$ cat config.mk
export PLATFORM = sky130hd
export DESIGN_NAME = uart_csr
export DESIGN_NICKNAME = d
export VERILOG_FILES = /design/src/rtl/uart_pkg.sv /design/src/rtl/uart_irq_ctrl.sv /design/src/rtl/uart_csr.sv
export SDC_FILE = /design/constraint.sdc
export NUM_CORES = 1
export LEC_CHECK = 0
export BUFFER_PORTS_ARGS = -buffer_cell sky130_fd_sc_hd__buf_2
export CORE_UTILIZATION = 39
export DETAILED_ROUTE_END_ITERATION = 10
export PLACE_DENSITY = 0.83
export RECOVER_POWER = 100
export SYNTH_ARGS = -nofsm -noshare
export SYNTH_HDL_FRONTEND = slang
export SYNTH_SLANG_ARGS = --single-unit
$ cat constraint.sdc
create_clock -name clk_i -period 1.7 [get_ports clk_i]
set_input_delay 0.34 -clock clk_i [delete_from_list [all_inputs] [get_ports clk_i]]
set_output_delay 0.34 -clock clk_i [all_outputs]
set_load 0.05 [all_outputs]
$ cat src/rtl/uart_pkg.sv
// rtl/uart_pkg.sv - register map, status/irq bit indices and FSM state type shared by uart_csr and uart_irq_ctrl
package uart_pkg;

    // Word offsets (byte address >> 2)
    localparam int unsigned OFF_TXDATA   = 0;
    localparam int unsigned OFF_RXDATA   = 1;
    localparam int unsigned OFF_STATUS   = 2;
    localparam int unsigned OFF_IRQ_EN   = 3;
    localparam int unsigned OFF_IRQ_PEND = 4;

    localparam int ST_RX_AVAIL = 0;
    localparam int ST_TX_FULL  = 1;
    localparam int ST_TX_DROP  = 2;
    localparam int ST_RX_UNDER = 3;
    localparam int ST_TIMEOUT  = 4;
    localparam int STATUS_W    = 5;

    localparam int IRQ_RX = 0;
    localparam int IRQ_TX = 1;
    localparam int IRQ_W  = 2;

    typedef logic [1:0] state_bits_t;

    typedef enum state_bits_t {
        S_IDLE     = 2'd0,
        S_WAIT_GNT = 2'd1,
        S_RESP     = 2'd2
    } state_e;

endpackage

$ cat src/rtl/uart_irq_ctrl.sv
// rtl/uart_irq_ctrl.sv - rising-edge latch of UART level IRQs into W1C pending bits, enable mask and irq_o
module uart_irq_ctrl
    import uart_pkg::*;
(
    input  logic             clk_i,
    input  logic             rst_ni,
    input  logic [IRQ_W-1:0] irq_lvl_i,
    input  logic             en_we_i,
    input  logic [IRQ_W-1:0] en_wdata_i,
    input  logic [IRQ_W-1:0] pend_w1c_i,
    output logic [IRQ_W-1:0] irq_en_o,
    output logic [IRQ_W-1:0] irq_pend_o,
    output logic             irq_o
);

    logic [IRQ_W-1:0] en_q, en_d;
    logic [IRQ_W-1:0] pend_q, pend_d;
    logic [IRQ_W-1:0] prev_q, prev_d;

    always_comb begin
        en_d   = en_we_i ? en_wdata_i : en_q;
        prev_d = irq_lvl_i;
        // A new edge arriving with a W1C of the same bit leaves it pending.
        pend_d = (pend_q & ~pend_w1c_i) | (irq_lvl_i & ~prev_q);
    end

    always_ff @(posedge clk_i or negedge rst_ni) begin
        if (!rst_ni) begin
            en_q   <= '0;
            pend_q <= '0;
            prev_q <= '0;
        end else begin
            en_q   <= en_d;
            pend_q <= pend_d;
            prev_q <= prev_d;
        end
    end

    assign irq_en_o   = en_q;
    assign irq_pend_o = pend_q;
    assign irq_o      = |(pend_q & en_q);

endmodule

$ cat src/rtl/uart_csr.sv
// rtl/uart_csr.sv - register front-end for the UART core: decode, TX push / RX pop handshake, sticky status, irq
// Optional grant timeout in WAIT_GNT enabled by defining UART_CSR_TIMEOUT_EN.
module uart_csr
    import uart_pkg::*;
#(
    parameter int ADDR_W  = 5,
    parameter int TIMEOUT = 16
) (
    input  logic              clk_i,
    input  logic              rst_ni,
    input  logic              bus_req_i,
    input  logic              bus_we_i,
    input  logic [ADDR_W-1:0] bus_addr_i,
    input  logic [31:0]       bus_wdata_i,
    output logic              bus_gnt_o,
    output logic              bus_rvalid_o,
    output logic [31:0]       bus_rdata_o,
    output logic              uart_ce_o,
    output logic              uart_req_o,
    input  logic              uart_gnt_i,
    output logic              uart_we_o,
    output logic              uart_re_o,
    output logic [31:0]       uart_tx_wdata_o,
    input  logic [31:0]       uart_rx_rdata_i,
    input  logic [1:0]        uart_irq_i,
    output logic              irq_o
);

    state_e      state_q, state_d;
    logic        is_tx_q, is_tx_d;
    logic [7:0]  byte_q, byte_d;
    logic [31:0] rdata_q, rdata_d;
    logic [ST_TIMEOUT:ST_TX_DROP] sticky_q, sticky_d;
    logic [ST_TIMEOUT:ST_TX_DROP] set_flags, clr_flags;

    logic             en_we;
    logic [IRQ_W-1:0] pend_w1c;
    logic [IRQ_W-1:0] irq_en;
    logic [IRQ_W-1:0] irq_pend;
    logic             tmo_hit;

    logic [ADDR_W-3:0]   word;
    logic                hit_tx, hit_rx, hit_status, hit_en, hit_pend;
    logic [STATUS_W-1:0] status_rd;

    assign word       = bus_addr_i[ADDR_W-1:2];
    assign hit_tx     = (32'(word) == OFF_TXDATA);
    assign hit_rx     = (32'(word) == OFF_RXDATA);
    assign hit_status = (32'(word) == OFF_STATUS);
    assign hit_en     = (32'(word) == OFF_IRQ_EN);
    assign hit_pend   = (32'(word) == OFF_IRQ_PEND);
    assign status_rd  = {sticky_q, uart_irq_i[IRQ_TX], uart_irq_i[IRQ_RX]};

`ifdef UART_CSR_TIMEOUT_EN
    localparam int CNT_W = $clog2(TIMEOUT + 1);

    logic [CNT_W-1:0] cnt_q, cnt_d;

    assign tmo_hit = (state_q == S_WAIT_GNT) && (cnt_q == CNT_W'(TIMEOUT));

    always_comb begin
        cnt_d = '0;
        if (state_q == S_WAIT_GNT && !tmo_hit) begin
            cnt_d = cnt_q + CNT_W'(1);
        end
    end

    always_ff @(posedge clk_i or negedge rst_ni) begin
        if (!rst_ni) begin
            cnt_q <= '0;
        end else begin
            cnt_q <= cnt_d;
        end
    end
`else
    logic unused_tmo_cfg;

    assign tmo_hit        = 1'b0;
    assign unused_tmo_cfg = (TIMEOUT != 0);
`endif

    always_comb begin
        state_d         = state_q;
        is_tx_d         = is_tx_q;
        byte_d          = byte_q;
        rdata_d         = rdata_q;
        set_flags       = '0;
        clr_flags       = '0;
        en_we           = 1'b0;
        pend_w1c        = '0;
        bus_gnt_o       = 1'b0;
        bus_rvalid_o    = 1'b0;
        bus_rdata_o     = '0;
        uart_ce_o       = 1'b0;
        uart_req_o      = 1'b0;
        uart_we_o       = 1'b0;
        uart_re_o       = 1'b0;

        case (state_q)
            S_IDLE: begin
                if (bus_req_i) begin
                    bus_gnt_o = 1'b1;
                    is_tx_d   = bus_we_i;
                    byte_d    = bus_wdata_i[7:0];
                    rdata_d   = '0;
                    state_d   = S_RESP;
                    if (bus_we_i) begin
                        if (hit_tx) begin
                            if (uart_irq_i[IRQ_TX]) set_flags[ST_TX_DROP] = 1'b1;
                            else                    state_d = S_WAIT_GNT;
                        end else if (hit_status) begin
                            clr_flags = bus_wdata_i[ST_TIMEOUT:ST_TX_DROP];
                        end else if (hit_en) begin
                            en_we = 1'b1;
                        end else if (hit_pend) begin
                            pend_w1c = bus_wdata_i[IRQ_W-1:0];
                        end
                    end else begin
                        if (hit_rx) begin
                            if (uart_irq_i[IRQ_RX]) state_d = S_WAIT_GNT;
                            else                    set_flags[ST_RX_UNDER] = 1'b1;
                        end else if (hit_status) begin
                            rdata_d = 32'(status_rd);
                        end else if (hit_en) begin
                            rdata_d = 32'(irq_en);
                        end else if (hit_pend) begin
                            rdata_d = 32'(irq_pend);
                        end
                    end
                end
            end
            S_WAIT_GNT: begin
                if (tmo_hit) begin
                    set_flags[ST_TIMEOUT] = 1'b1;
                    state_d               = S_RESP;
                end else begin
                    uart_ce_o  = 1'b1;
                    uart_req_o = 1'b1;
                    if (uart_gnt_i) begin
                        uart_we_o = is_tx_q;
                        uart_re_o = !is_tx_q;
                        // The RX head is only valid in the pop cycle, so capture it here.
                        if (!is_tx_q) rdata_d = 32'(uart_rx_rdata_i[7:0]);
                        state_d = S_RESP;
                    end
                end
            end
            S_RESP: begin
                bus_rvalid_o = 1'b1;
                bus_rdata_o  = rdata_q;
                state_d      = S_IDLE;
            end
            default: state_d = S_IDLE;
        endcase

        sticky_d = (sticky_q & ~clr_flags) | set_flags;
    end

    always_ff @(posedge clk_i or negedge rst_ni) begin
        if (!rst_ni) begin
            state_q  <= S_IDLE;
            is_tx_q  <= 1'b0;
            byte_q   <= '0;
            rdata_q  <= '0;
            sticky_q <= '0;
        end else begin
            state_q  <= state_d;
            is_tx_q  <= is_tx_d;
            byte_q   <= byte_d;
            rdata_q  <= rdata_d;
            sticky_q <= sticky_d;
        end
    end

    assign uart_tx_wdata_o = {24'h0, byte_q};

    uart_irq_ctrl u_irq_ctrl (
        .clk_i      (clk_i),
        .rst_ni     (rst_ni),
        .irq_lvl_i  (uart_irq_i),
        .en_we_i    (en_we),
        .en_wdata_i (bus_wdata_i[IRQ_W-1:0]),
        .pend_w1c_i (pend_w1c),
        .irq_en_o   (irq_en),
        .irq_pend_o (irq_pend),
        .irq_o      (irq_o)
    );

    logic unused_ok;
    assign unused_ok = ^{bus_addr_i[1:0], bus_wdata_i[31:8], uart_rx_rdata_i[31:8]};

endmodule

==> results list <==
- Via-to-Cell Ratio: 4.50
* Initial core utilization: 42.0%
* Top cells by area in the synthesized netlist: dfrtp_1, buf_4, nand2_1
- Main synth FF type: dfrtp_1
* RR Startpoint: state_q[0]$_DFFE_PN0P_
- The flow ran to the end, but the final reports show violations.
- Fraction of layout cells with a size suffix above 1: 29.4%
- Clock tree from TritonCTS: done
- Clock network power share: 24.6%
- The pre-antenna-repair detailed-routing pass consisted of 4 iterations.
- In the synthesized netlist, the cells that appear most often are buf_4, nand2_1, dfrtp_1.
- Final critical delay including setup and external delays: 1.70 ns
- Leakage component of the power: 1.07 nW
* Sequential area share after synthesis: 40.2%
- Overflow left after global routing: 0
* Half-perimeter wire length of the detailed placement result: 2740 um
- Met3 global-route usage: 2.96%
- Averaged over all synthesized cells, the footprint is 8.93 um2.
- Peak supply drop: 0.634 mV
* Area enclosed by the die boundary: 4740 um2
- The number of endpoints with negative hold slack in the final report is 0.
- Cell internal power was estimated by the tool at 1.26 mW.
- Global routing usage on met1: 20.9%
- In this run, CTS created clock tree buffers numbering 3.
* Global routing's busiest layer: met2
- STA classifies the critical path endpoint as an output pin.
- The analysis attributes to net switching a power of 0.894 mW.
- The detailed router finished its first iteration with 33 violations.
* Number of cells produced by synthesis: 195
- F_max: 0.589 GHz
- The clock passes through at most 2 buffers.
- Along the worst path, the maximum fanout reaches 6.
- Synth top area share: 40.2%
* Number of sinks handled by clock tree synthesis: 28
- Cells fill 49.8% of the core in the end.
- Data on the critical path arrives at its endpoint at 1.36 ns.
- In the final routed layout, each cell accounts on average for 11.9 um.
- Unrepaired setup endpoints after global routing: yes
- The number of antenna diodes in the final layout is 0.
- Fillers: 401
- The critical path starts at state_q[0]$_DFFE_PN0P_.
- Number of max-cap violations: 1
* Number of global-route vias before repair: 1,279
- During I/O placement, the number of pins put on the boundary was 147.
* Pwr Density: 1050 nW/um2
- Data required time at the worst endpoint: 1.36 ns
- Global routing met2 resource utilization: 27.2%
* Synthesized cell area: 1740 um2
- buf_4 is the most common cell in the netlist.
* Hold Startpoint: bus_wdata_i[7]
- Final estimated routing congestion in global placement: 0.805
- EDFF count, synth: 0
- During synthesis, Yosys emitted a total of 0 warnings.
- Global routing used 16.2% of the available tracks.
- Final hold analysis gives a worst-case slack of 0.244 ns.
* Final count of pins violating max slew: 28
* Overall die width: 68.8 um
- Worst slew margin: -0.282%
- Setup violations remaining at the end of the flow were counted as 0.
* Clock Root Buffer: clkbuf_8
- Entering global routing, the biggest net connects 29 pins.
- Share of flip-flops with an asynchronous set or reset: 100%
* Overall die height: 68.8 um
- Number of nets at the end of the flow: 325
- Worst min-delay path class: input port to flip-flop
- Port Buffers: 48
- The number of different library cells used by synthesis comes to 37.
* Combinational share of power: 37.6%
- In this run the number of H-tree levels came out at 1.
* Switching power as a share of total power: 41.5%
* Clock Pin Slew Worst Setup and Hold Paths: 0.10 ns
- The clock reaches the later pin of the worst-skew pair after 0.28 ns.
- The final route contains 1,341 vias.
- The first global-routing pass estimated 5710 um of wire.
- Synthesis-stage register bit count: 28
- Cell Count, Final, Fillers Out: 298
* Row cnt: 23
* Area growth from synthesis to layout: 18.4%
* Transition time of the tightest slew-check pin: 1.50 ns
- Number of remaining DRC errors: 0
* Startpoint kind of the worst setup timing path: flip-flop
* Antenna violation net count after detailed routing: 0
* Initial antenna violation count: 0
- Summed over all instances, the cell type with the most area after synthesis is dfrtp_1.
- Sequential cells account for 37.7% of the total power.
- Total detailed-routing wirelength: 3540 um
- In this run the standard cell core region covers 4140 um2.
* Setup CP Type: flip-flop to output pin
- Violated checks: max-capacitance violations, max-slew violations
- The clock arrives with 0.00889 ns of skew.
- Number of instances in the placed design: 293
- Hold repair after CTS inserted 0 buffers.
- Period Utilization, post-route: 99.8%
==> cell usage in the layout, fill, tap and decap left out, drive strengths merged, types with 2 or more instances in the layout <==
cell type,n
nand3,3
nor2,8
dfrtp,28
inv,9
o21ai,7
a22o,4
nand2,32
and2,7
and3,2
a21oi,6
nor3b,3
o2bb2ai,2
nand2b,5
nand3b,2
buf,52
clkbuf,7
nor2b,2
a22oi,3
conb,48
a31oi,2
nor3,4
==> flip-flops by register name, indices dropped and copies added, names as in the netlist <==
name	cells
u_irq_ctrl.irq_pend_o	2
rdata_q	8
u_irq_ctrl.irq_en_o	2
u_irq_ctrl.prev_q	2
is_tx_q	1
sticky_q	3
byte_q	8
state_q	2
==> path summary, 6_finish.rpt <==
kind,slack [ns],cells past startpoint,endpoint
min,0.24,3,byte_q[7]$_DFFE_PN0P_
max in group asynchronous,0.30,1,state_q[1]$_DFFE_PN0P_
min in group asynchronous,0.40,1,sticky_q[2]$_DFF_PN0_
max reg2reg,0.16,5,rdata_q[1]$_DFFE_PN0P_
min reg2reg,0.48,2,byte_q[2]$_DFFE_PN0P_
max,0.003,4,bus_rdata_o[3]
==> power groups by stage <==
stage                     clock network (mW)  registers, mW  logic [mW]
final                                  0.531          0.814       0.811
after global routing                   0.569          0.826       0.870
after floorplan                            0          0.936       0.585
after global placement                     0          0.825       0.770
after detailed placement                   0          0.824       0.781
after CTS                              0.538          0.814       0.801
==> critical path, cell delays in order (launching register included) <==
cell	delay (ns)
dfrtp_1	0.43
buf_4	0.18
nor2_4	0.14
and2_1	0.17
buf_6	0.16
==> cell families (layout without fill, tap and decap cells) <==
family                 count (synthesis)  after routing  synth area share, %
AND/OR/NAND/NOR                       72             72                 22.8
buffers and inverters                 63             69                 24.5
AO/OA/AOI/OAI                         30             30                 11.6
flip-flops                            28             28                 40.2
other                                  1             48                0.215
multiplexers                           1              1                0.647
==> routing by layer <==
metal  vias to the layer above  share of wire, %
li1                        655                 -
met1                       628                44
met2                        53                49
met3                         5               5.3
met4                         0               1.0
met5                         -                 0
==> metrics by stage <==
stage | power, mW | cell area [um2] | setup slack (ns) | TNS [ns]
floorplan | 1.52 | 1940 | -0.294 | -2.09
global placement | 1.59 | 1900 | 0.185 | 0
detailed placement | 1.61 | 1900 | 0.173 | 0
CTS | 2.15 | 2010 | 0.00269 | 0
global route | 2.27 | 2060 | -0.0702 | -0.456
finish | 2.16 | 2060 | 0.00332 | 0
==> layout make-up <==
type	instances	area [um2]	area share [%]
multi-input cells	151	833	40.4
flip-flops and latches	28	702	34.0
repair buffers	56	359	17.4
well taps	50	62.6	3.03
clock buffers	3	41.3	2.00
inverters	9	33.8	1.64
clock inverters	1	30.0	1.46
==> timing repair <==
action | CTS | global route
hold endpoints to repair | 0 | 0
resized for setup | 15 | 19
gates cloned | 0 | 0
buffers inserted | 0 | 1
endpoints found under the setup margin | 11 | 14
Power figures use the tool's default switching activity.
